==> src/rtl/alu_arbiter.sv <==
// Two-requester round-robin front end for a shared 32-bit ALU.
// The winner's operation is computed combinationally by the alu instance
// and captured in a one-entry output register with valid/ready handshake,
// so no operand or ctrl input reaches an output combinationally.

// Shared ALU: add/sub/and/or/unsigned slt; unknown codes fall back to add.
module alu #(
  parameter int DW = 32
) (
  input  logic [DW-1:0] a_i,
  input  logic [DW-1:0] b_i,
  input  logic [3:0]    ctrl_i,
  output logic [DW-1:0] result_o,
  output logic          zero_o,
  output logic          illegal_o
);

  localparam logic [3:0] OP_AND = 4'b0000;
  localparam logic [3:0] OP_OR  = 4'b0001;
  localparam logic [3:0] OP_ADD = 4'b0010;
  localparam logic [3:0] OP_SUB = 4'b0110;
  localparam logic [3:0] OP_SLT = 4'b0111;

  // Operation decode; every path wraps modulo 2^DW, no overflow flag.
  always_comb begin
    result_o  = a_i + b_i;
    illegal_o = 1'b0;
    case (ctrl_i)
      OP_AND: result_o = a_i & b_i;
      OP_OR:  result_o = a_i | b_i;
      OP_ADD: result_o = a_i + b_i;
      OP_SUB: result_o = a_i - b_i;
      OP_SLT: result_o = {{(DW-1){1'b0}}, (a_i < b_i)};
      default: begin
        result_o  = a_i + b_i;
        illegal_o = 1'b1;
      end
    endcase
  end

  assign zero_o = (result_o == '0);

endmodule

// Arbiter plus registered result stage. Only DW=32 is meaningful.
module alu_arbiter #(
  parameter int DW = 32
) (
  input  logic          clk,
  input  logic          rst_n,
  input  logic          req0_valid,
  output logic          req0_ready,
  input  logic [DW-1:0] req0_a,
  input  logic [DW-1:0] req0_b,
  input  logic [3:0]    req0_ctrl,
  input  logic          req1_valid,
  output logic          req1_ready,
  input  logic [DW-1:0] req1_a,
  input  logic [DW-1:0] req1_b,
  input  logic [3:0]    req1_ctrl,
  output logic          res_valid,
  input  logic          res_ready,
  output logic [DW-1:0] res_data,
  output logic          res_zero,
  output logic          res_id,
  output logic          res_illegal
);

  logic          last_grant_q, last_grant_d;
  logic          res_valid_q, res_valid_d;
  logic [DW-1:0] res_data_q, res_data_d;
  logic          res_zero_q, res_zero_d;
  logic          res_id_q, res_id_d;
  logic          res_illegal_q, res_illegal_d;

  logic          grant_vld;
  logic          grant_id;
  logic          can_accept;
  logic          xfer;
  logic [DW-1:0] alu_a;
  logic [DW-1:0] alu_b;
  logic [3:0]    alu_ctrl;
  logic [DW-1:0] alu_result;
  logic          alu_zero;
  logic          alu_illegal;

  // Round-robin pick: a lone valid wins, a tie goes to the one not served last.
  always_comb begin
    grant_vld = 1'b0;
    grant_id  = 1'b0;
    case ({req1_valid, req0_valid})
      2'b01: begin
        grant_vld = 1'b1;
        grant_id  = 1'b0;
      end
      2'b10: begin
        grant_vld = 1'b1;
        grant_id  = 1'b1;
      end
      2'b11: begin
        grant_vld = 1'b1;
        grant_id  = ~last_grant_q;
      end
      default: begin
        grant_vld = 1'b0;
        grant_id  = 1'b0;
      end
    endcase
  end

  // Output slot is free or being drained this cycle; rst_n keeps readys low in reset.
  assign can_accept = ~res_valid_q | res_ready;
  assign xfer       = rst_n & grant_vld & can_accept;
  assign req0_ready = xfer & ~grant_id;
  assign req1_ready = xfer & grant_id;

  // Steer the granted requester's operation into the shared ALU.
  always_comb begin
    alu_a    = req0_a;
    alu_b    = req0_b;
    alu_ctrl = req0_ctrl;
    if (grant_id) begin
      alu_a    = req1_a;
      alu_b    = req1_b;
      alu_ctrl = req1_ctrl;
    end
  end

  alu #(.DW(DW)) u_alu (
    .a_i      (alu_a),
    .b_i      (alu_b),
    .ctrl_i   (alu_ctrl),
    .result_o (alu_result),
    .zero_o   (alu_zero),
    .illegal_o(alu_illegal)
  );

  // Next state: load on transfer, clear valid on a pure drain, otherwise hold.
  always_comb begin
    last_grant_d  = last_grant_q;
    res_valid_d   = res_valid_q;
    res_data_d    = res_data_q;
    res_zero_d    = res_zero_q;
    res_id_d      = res_id_q;
    res_illegal_d = res_illegal_q;
    if (xfer) begin
      last_grant_d  = grant_id;
      res_valid_d   = 1'b1;
      res_data_d    = alu_result;
      res_zero_d    = alu_zero;
      res_id_d      = grant_id;
      res_illegal_d = alu_illegal;
    end else if (res_valid_q && res_ready) begin
      res_valid_d = 1'b0;
    end
  end

  // State registers; reset gives requester 0 first priority.
  always_ff @(posedge clk or negedge rst_n) begin
    if (!rst_n) begin
      last_grant_q  <= 1'b1;
      res_valid_q   <= 1'b0;
      res_data_q    <= '0;
      res_zero_q    <= 1'b0;
      res_id_q      <= 1'b0;
      res_illegal_q <= 1'b0;
    end else begin
      last_grant_q  <= last_grant_d;
      res_valid_q   <= res_valid_d;
      res_data_q    <= res_data_d;
      res_zero_q    <= res_zero_d;
      res_id_q      <= res_id_d;
      res_illegal_q <= res_illegal_d;
    end
  end

  assign res_valid   = res_valid_q;
  assign res_data    = res_data_q;
  assign res_zero    = res_zero_q;
  assign res_id      = res_id_q;
  assign res_illegal = res_illegal_q;

endmodule
==> config.mk <==
export PLATFORM = sky130hd
export DESIGN_NAME = alu_arbiter
export DESIGN_NICKNAME = d
export VERILOG_FILES = /design/src/rtl/alu_arbiter.sv
export SDC_FILE = /design/constraint.sdc
export NUM_CORES = 1
export LEC_CHECK = 0
export ABC_AREA = 1
export ABC_CLOCK_PERIOD_IN_PS = 6700
export BUFFER_PORTS_ARGS = -buffer_cell sky130_fd_sc_hd__buf_2
export CAP_MARGIN = 10
export CORE_MARGIN = 3
export CORE_UTILIZATION = 55
export DETAILED_ROUTE_END_ITERATION = 7
export PLACE_DENSITY = 0.81
export SYNTH_ARGS = -nofsm -noshare
export SYNTH_HDL_FRONTEND = slang
export SYNTH_HIERARCHICAL = 1
export SYNTH_SLANG_ARGS = --single-unit
==> constraint.sdc <==
create_clock -name clk -period 6.7 [get_ports clk]
set_clock_uncertainty 0.05 [all_clocks]
set_input_delay 0.67 -clock clk [delete_from_list [all_inputs] [get_ports clk]]
set_output_delay 0.67 -clock clk [all_outputs]
set_load 0.02 [all_outputs]
After elaboration in Yosys (flattened, before gate mapping)
Cells that the tools add are included.
Widths: inputs -> output; s select.
- magnitude comparators: 1
- muxes and demuxes: 9
- $add $sub $neg: 2
- eq/ne operators: 7
- reductions and logical operators: 6
- bitwise operators: 10
- operators by type and width (operator ; number):
    $pmux 32 s4 ; 1
    $mux 32 ; 2
    $add 32x32->32 ; 1
    $and 32x32->32 ; 1
    $logic_not 32->1 ; 1
    $lt 32x32->1 ; 1
    $or 32x32->32 ; 1
    $sub 32x32->32 ; 1
    $eq 4x3->1 const B ; 2
    $reduce_or 5->1 ; 1
    $and 1x1->1 ; 4
    $eq 2x2->1 const B ; 2
    $eq 4x1->1 const B ; 1
    $eq 4x2->1 const B ; 1
    $logic_not 4->1 ; 1
    $mux 1 ; 4
    $mux 4 ; 1
    $not 1->1 ; 3
    $reduce_or 3->1 ; 1
    $eq 2x1->1 const B ; 1
    $pmux 1 s2 ; 1
    $reduce_bool 2->1 ; 1
    $logic_and 1x1->1 ; 1
    $or 1x1->1 ; 1
- output and inout bits: 38
- input port bits: 141
- register bits: 37
- logic and storage cells: 41

Depth between registers and ports, before layout
- depth in word-level cells: 6
- mapped depth: 29
- mapped depth without buffers: 26

By module
The synthesis kept the hierarchy.
- modules (own cells, without submodules) (module ; area each (um^2) ; seq. area each (um^2) ; cells an instance ; times used):
    alu ; 6902.9 ; 0.0 ; 1312 ; 1
    alu_arbiter ; 2312.2 ; 927.1 ; 386 ; 1

Worst setup path after synthesis
No wires, ideal clock.
- path type: input -> register
- from: input port req1_valid
- to: register res_zero_q, in the netlist res_zero
- arrival time: 3.174 ns
- stages on the path: 25
- library setup time: 0.066 ns
- slack: 3.410 ns
- required time: 6.584 ns
- buffers on the path: 1
- cells stage by stage: inv_2 a21oi_4 clkbuf_1 nand2_1 nand2_1 inv_1 ha_1 fa_1 inv_1 nand3_1 nand3_2 nand3_1 nand2_2 nand2_2 nand2_1 nand2_1 nand3_2 nand3_2 nor2_1 nand2_1 nor2_1 nand2_1 nor2_2 nand3_1 nand2_1
- longest elaborated chain between the ends: 6
- elaborated cells on any way between the ends: 22
- those cells by class: add/sub: 2; order compare: 1; eq/ne: 6; mux: 6; bitwise: 4; reduce/logical: 3
- ends and longest elaborated chain (what ; line ; text):
    start, declared ; 56 ; input logic req1_valid,
    $eq 2x2->1 ; 91 ; case ({req1_valid, req0_valid})
    $pmux 1 s2 (*) ; 91 ;
    $mux 32 (*) ; 122 ; if (grant_id) begin
    net alu_a[0] ; 80 ; logic [DW-1:0] alu_a;
    $add 32x32->32 / $sub 32x32->32 (equally long branches) ; 31, 35, 32 ;
    $pmux 32 s4 (*) ; 28 ; case (ctrl_i)
    net alu_result[22] ; 83 ; logic [DW-1:0] alu_result;
    $logic_not 32->1 (*) ; 41 ; assign zero_o = (result_o == '0);
    net alu_zero ; 84 ; logic alu_zero;
    end signal, assigned ; 171 ; res_zero_q <= res_zero_d;
    end, declared ; 72 ; logic res_zero_q, res_zero_d;
Mark *: on every way through the listed nets, which the timed path passes. The rest lies on a longest branch.
A chain may end at the register's enable or synchronous reset.

Worst setup path after layout
- from: input port req1_valid
- to: register res_zero_q, in the netlist res_zero
- longest elaborated chain between the ends: 6
- elaborated cells on any way between the ends: 22
- those cells by class: add/sub: 2; order compare: 1; eq/ne: 6; mux: 6; bitwise: 4; reduce/logical: 3
- ends and longest elaborated chain (what ; line ; text):
    $eq 2x2->1 ; 91 ;
    $pmux 1 s2 (*) ; 91 ;
    $mux 4 (*) ; 122 ;
    net alu_ctrl[2] ; 82 ; logic [3:0] alu_ctrl;
    $eq 4x3->1 (tied with other cells) ; 28 ;
    $pmux 32 s4 (*) ; 28 ;
    net alu_result[6] ; 83 ;
    $logic_not 32->1 (*) ; 41 ;
    net alu_zero ; 84 ;
Marks and branches as above.

==> impl_metrics.json <==
{
  "status": "completed",
  "nets": 2071,
  "cts.sinks": 37,
  "grt_pass1_vias": 9611,
  "synthArstFlopShare_pct": 100,
  "synth.ff_latch_count": 37,
  "hold_viol_final": 0,
  "rows": 46,
  "period_share_pct": 62.0,
  "hpwl_um": 25200,
  "crit_family": "simple AND/OR/NAND/NOR gates",
  "hold_class": "flip-flop to flip-flop",
  "pre_cts_ws_ns": 2.11,
  "num_vias": 10630,
  "route.detailed.drc": 0,
  "netlist_area_sq_um": 9220,
  "seq_area_frac_synth_pct": 10.1,
  "power_leakage_uw": 0.00645,
  "gr-total-overflow": 0,
  "diodes": 0,
  "grt_antenna_before_repair": 0,
  "ant_nets": 0,
  "final_cell_mix": "711 x nand2_1, 298 x inv_1, 178 x buf_2, 130 x nand3_1, 97 x ha_1",
  "max-vdd-ir-drop_mv": 0.178,
  "cp_slowest_cell": "inv_1",
  "path_common_cell": "nand2_1",
  "grt.total_usage_pct": 32.6,
  "die_h_um": 135,
  "maxSlewViolCount": 0,
  "sequentialPowerShare_pct": 15.3,
  "syn_avg_cell_area_sq_um": 5.43,
  "rsz0062_at_grt": "false",
  "avgRoutedWirePerCell_um": 14.9,
  "dr.pass1.iters": 6,
  "drive_gt1_share_pct": 18.0,
  "layout_min_cycle_time_ns": 4.16,
  "synth_warnings": 6,
  "holdBufCountCts": 0,
  "clockBufferDepth": 2,
  "synth_cell_type_count": 44,
  "switching_power_uw": 1230,
  "intPower_uw": 944,
  "cts_tree": "yes",
  "initial_core_util_pct": 57.2,
  "core_region_area_sq_um": 16100,
  "cts_resized": 0,
  "syn_to_final_growth_pct": 10.8,
  "clock_latency_ns": 0.28,
  "finalWirelength_um": 30600,
  "portBuffers": 178,
  "p_comb_share_pct": 74.5,
  "syn_nets": 1938,
  "die_x_um": 135,
  "worst_slack_ns": 2.54,
  "drv_cap": 0,
  "final_common_cell": "nand2_1",
  "io_pins": 179,
  "path_max_fanout": 70,
  "synthCells": 1698,
  "drt-initial-drc-count": 903,
  "max_slew_margin_pct": 29.4,
  "dieArea_sq_um": 18300,
  "grt_max_degree": 71,
  "end_kind": "flip-flop",
  "required_ns": 6.86,
  "fin_tns_setup_ns": 0,
  "path_clk_slew_ns": 0.05,
  "max_clock_freq_mhz": 241,
  "grt_pass1_wl_um": 48200,
  "root_buffer": "clkbuf_16",
  "cts_setup_buffers": 0,
  "report.final.setup_viol": 0,
  "startpoint_type": "primary input",
  "cts_buffers": 5,
  "cp_cell_sequence": "buf_2, inv_2, a21oi_4, buf_4, nand2_1, nand2_1, nand3b_1, nand2_1, inv_1, nand2_1, o2111ai_1, nor2_1, nand2_1, nor2_1, nand2_1, nor2_2, nand3_1, nand2_1",
  "clkPwrFrac_pct": 10.2,
  "gp_congestion": 1.00,
  "htree_levels": 2,
  "critPathBufInv": 4,
  "max_stage_delay_ns": 0.65,
  "swShare_pct": 56.6,
  "worstSetupPathType": "primary input to flip-flop",
  "worst_pin_slew_ns": 1.06,
  "power.density_nw_per_um2": 213,
  "synth_edf_count": 0,
  "synth_flop_cell": "dfrtp_1",
  "routed_via_density": 5.19,
  "crit_arrival_ns": 4.32
}
-- power groups by stage --
stage	Combinational [uW]	Clock, uW	Sequential (uW)
CTS	1590	226	332
finish	1620	222	333
floorplan	1080	0	425
global route	1800	235	341
detailed placement	1580	0	334
global placement	1570	0	332
-- worst paths after layout --
kind	start	to	slack [ns]	cells past startpoint
worst max-delay path	req1_valid	res_zero	2.54	18
worst min-delay path	res_data[6]	res_data[6]	0.41	2
worst max register to register	last_grant_q	res_zero	2.55	17
worst min register to register	res_data[6]	res_data[6]	0.41	2
max in group asynchronous	rst_n	res_data[21]	5.68	1
min in group asynchronous	rst_n	res_data[9]	0.43	1
-- cell type report --
class,instances,area [sq um]
multi-input cells,1277,6690
fillers,1680,5910
inverters,324,1220
repair buffers,186,963
flip-flops and latches,37,927
well taps,216,270
clock buffers,7,143
-- per-stage QoR --
step / hold WS (ns) / power [uW] / instance area, sq um / util [%] / cells
5_1_grt: 0.439 / 2370 / 10200 / 63.3 / 2047
4_1_cts: 0.415 / 2150 / 10200 / 63.2 / 2046
3_3_place_gp: 0.401 / 1900 / 10000 / 62.3 / 2039
3_5_place_dp: 0.403 / 1910 / 10000 / 62.3 / 2039
2_1_floorplan: 0.324 / 1510 / 9220 / - / 1698
6_report: 0.412 / 2180 / 10200 / 63.3 / 2047
-- synth_stat cells, types with 11 or more instances --
cell,instances,area [sq um]
dfrtp_1,36,901
o22ai_1,22,138
nand4_1,11,68.8
nor2_1,73,274
nor2_4,11,124
a21oi_1,48,240
nand3_1,130,651
nand2_1,711,2670
nor2_2,29,181
inv_2,25,93.8
ha_1,97,1210
nand3_2,21,210
clkbuf_1,19,71.3
nand2_2,31,194
inv_1,298,1120
buf_6,15,169
o21ai_0,25,125
buf_2,20,100
-- layer usage --
| metal | vias up | part of all wire (%) | track usage (%) |
|---|---|---|---|
| met5 | - | 0 | 0 |
| met4 | 0 | 2.8 | 9.74 |
| met3 | 51 | 9.1 | 2.34 |
| met2 | 492 | 43 | 51.7 |
| met1 | 4673 | 45 | 47.4 |
| li1 | 5414 | - | - |
-- cell families (layout without fill, tap and decap cells) --
logic type | after synthesis | count (layout) | share of synthesized area (%)
and+or+nand+nor | 1049 | 1049 | 50.4
adders and majority gates | 99 | 99 | 13.6
AOI/OAI and AO/OA | 123 | 123 | 7.94
xor gates and xnor gates | 6 | 6 | 0.570
buffers and inverters | 384 | 517 | 17.4
DFF | 37 | 37 | 10.1
-- flip-flops by register name, indices dropped and copies added, names as in the netlist --
signal and flops:
last_grant_q 1, res_id 1, res_valid 1, res_zero 1, res_data 32, res_illegal 1
-- worst register-to-register path: stages (launching register included) --
cell and delay [ns]:
dfstp_2 0.55, a21oi_4 0.06, inv_2 0.40, buf_12 0.26, nand2_1 0.08, nand2_1 0.08, nand3b_1 0.21, nand2_1 0.43
inv_1 0.92, o21ai_0 0.19, o21ai_0 0.29, nor2_1 0.08, nand2_1 0.08, nor2_1 0.05, nand2_1 0.11, nor2_2 0.05
nand3_1 0.07, nand2_1 0.07
Note: power is estimated with default switching activity, not from simulation.
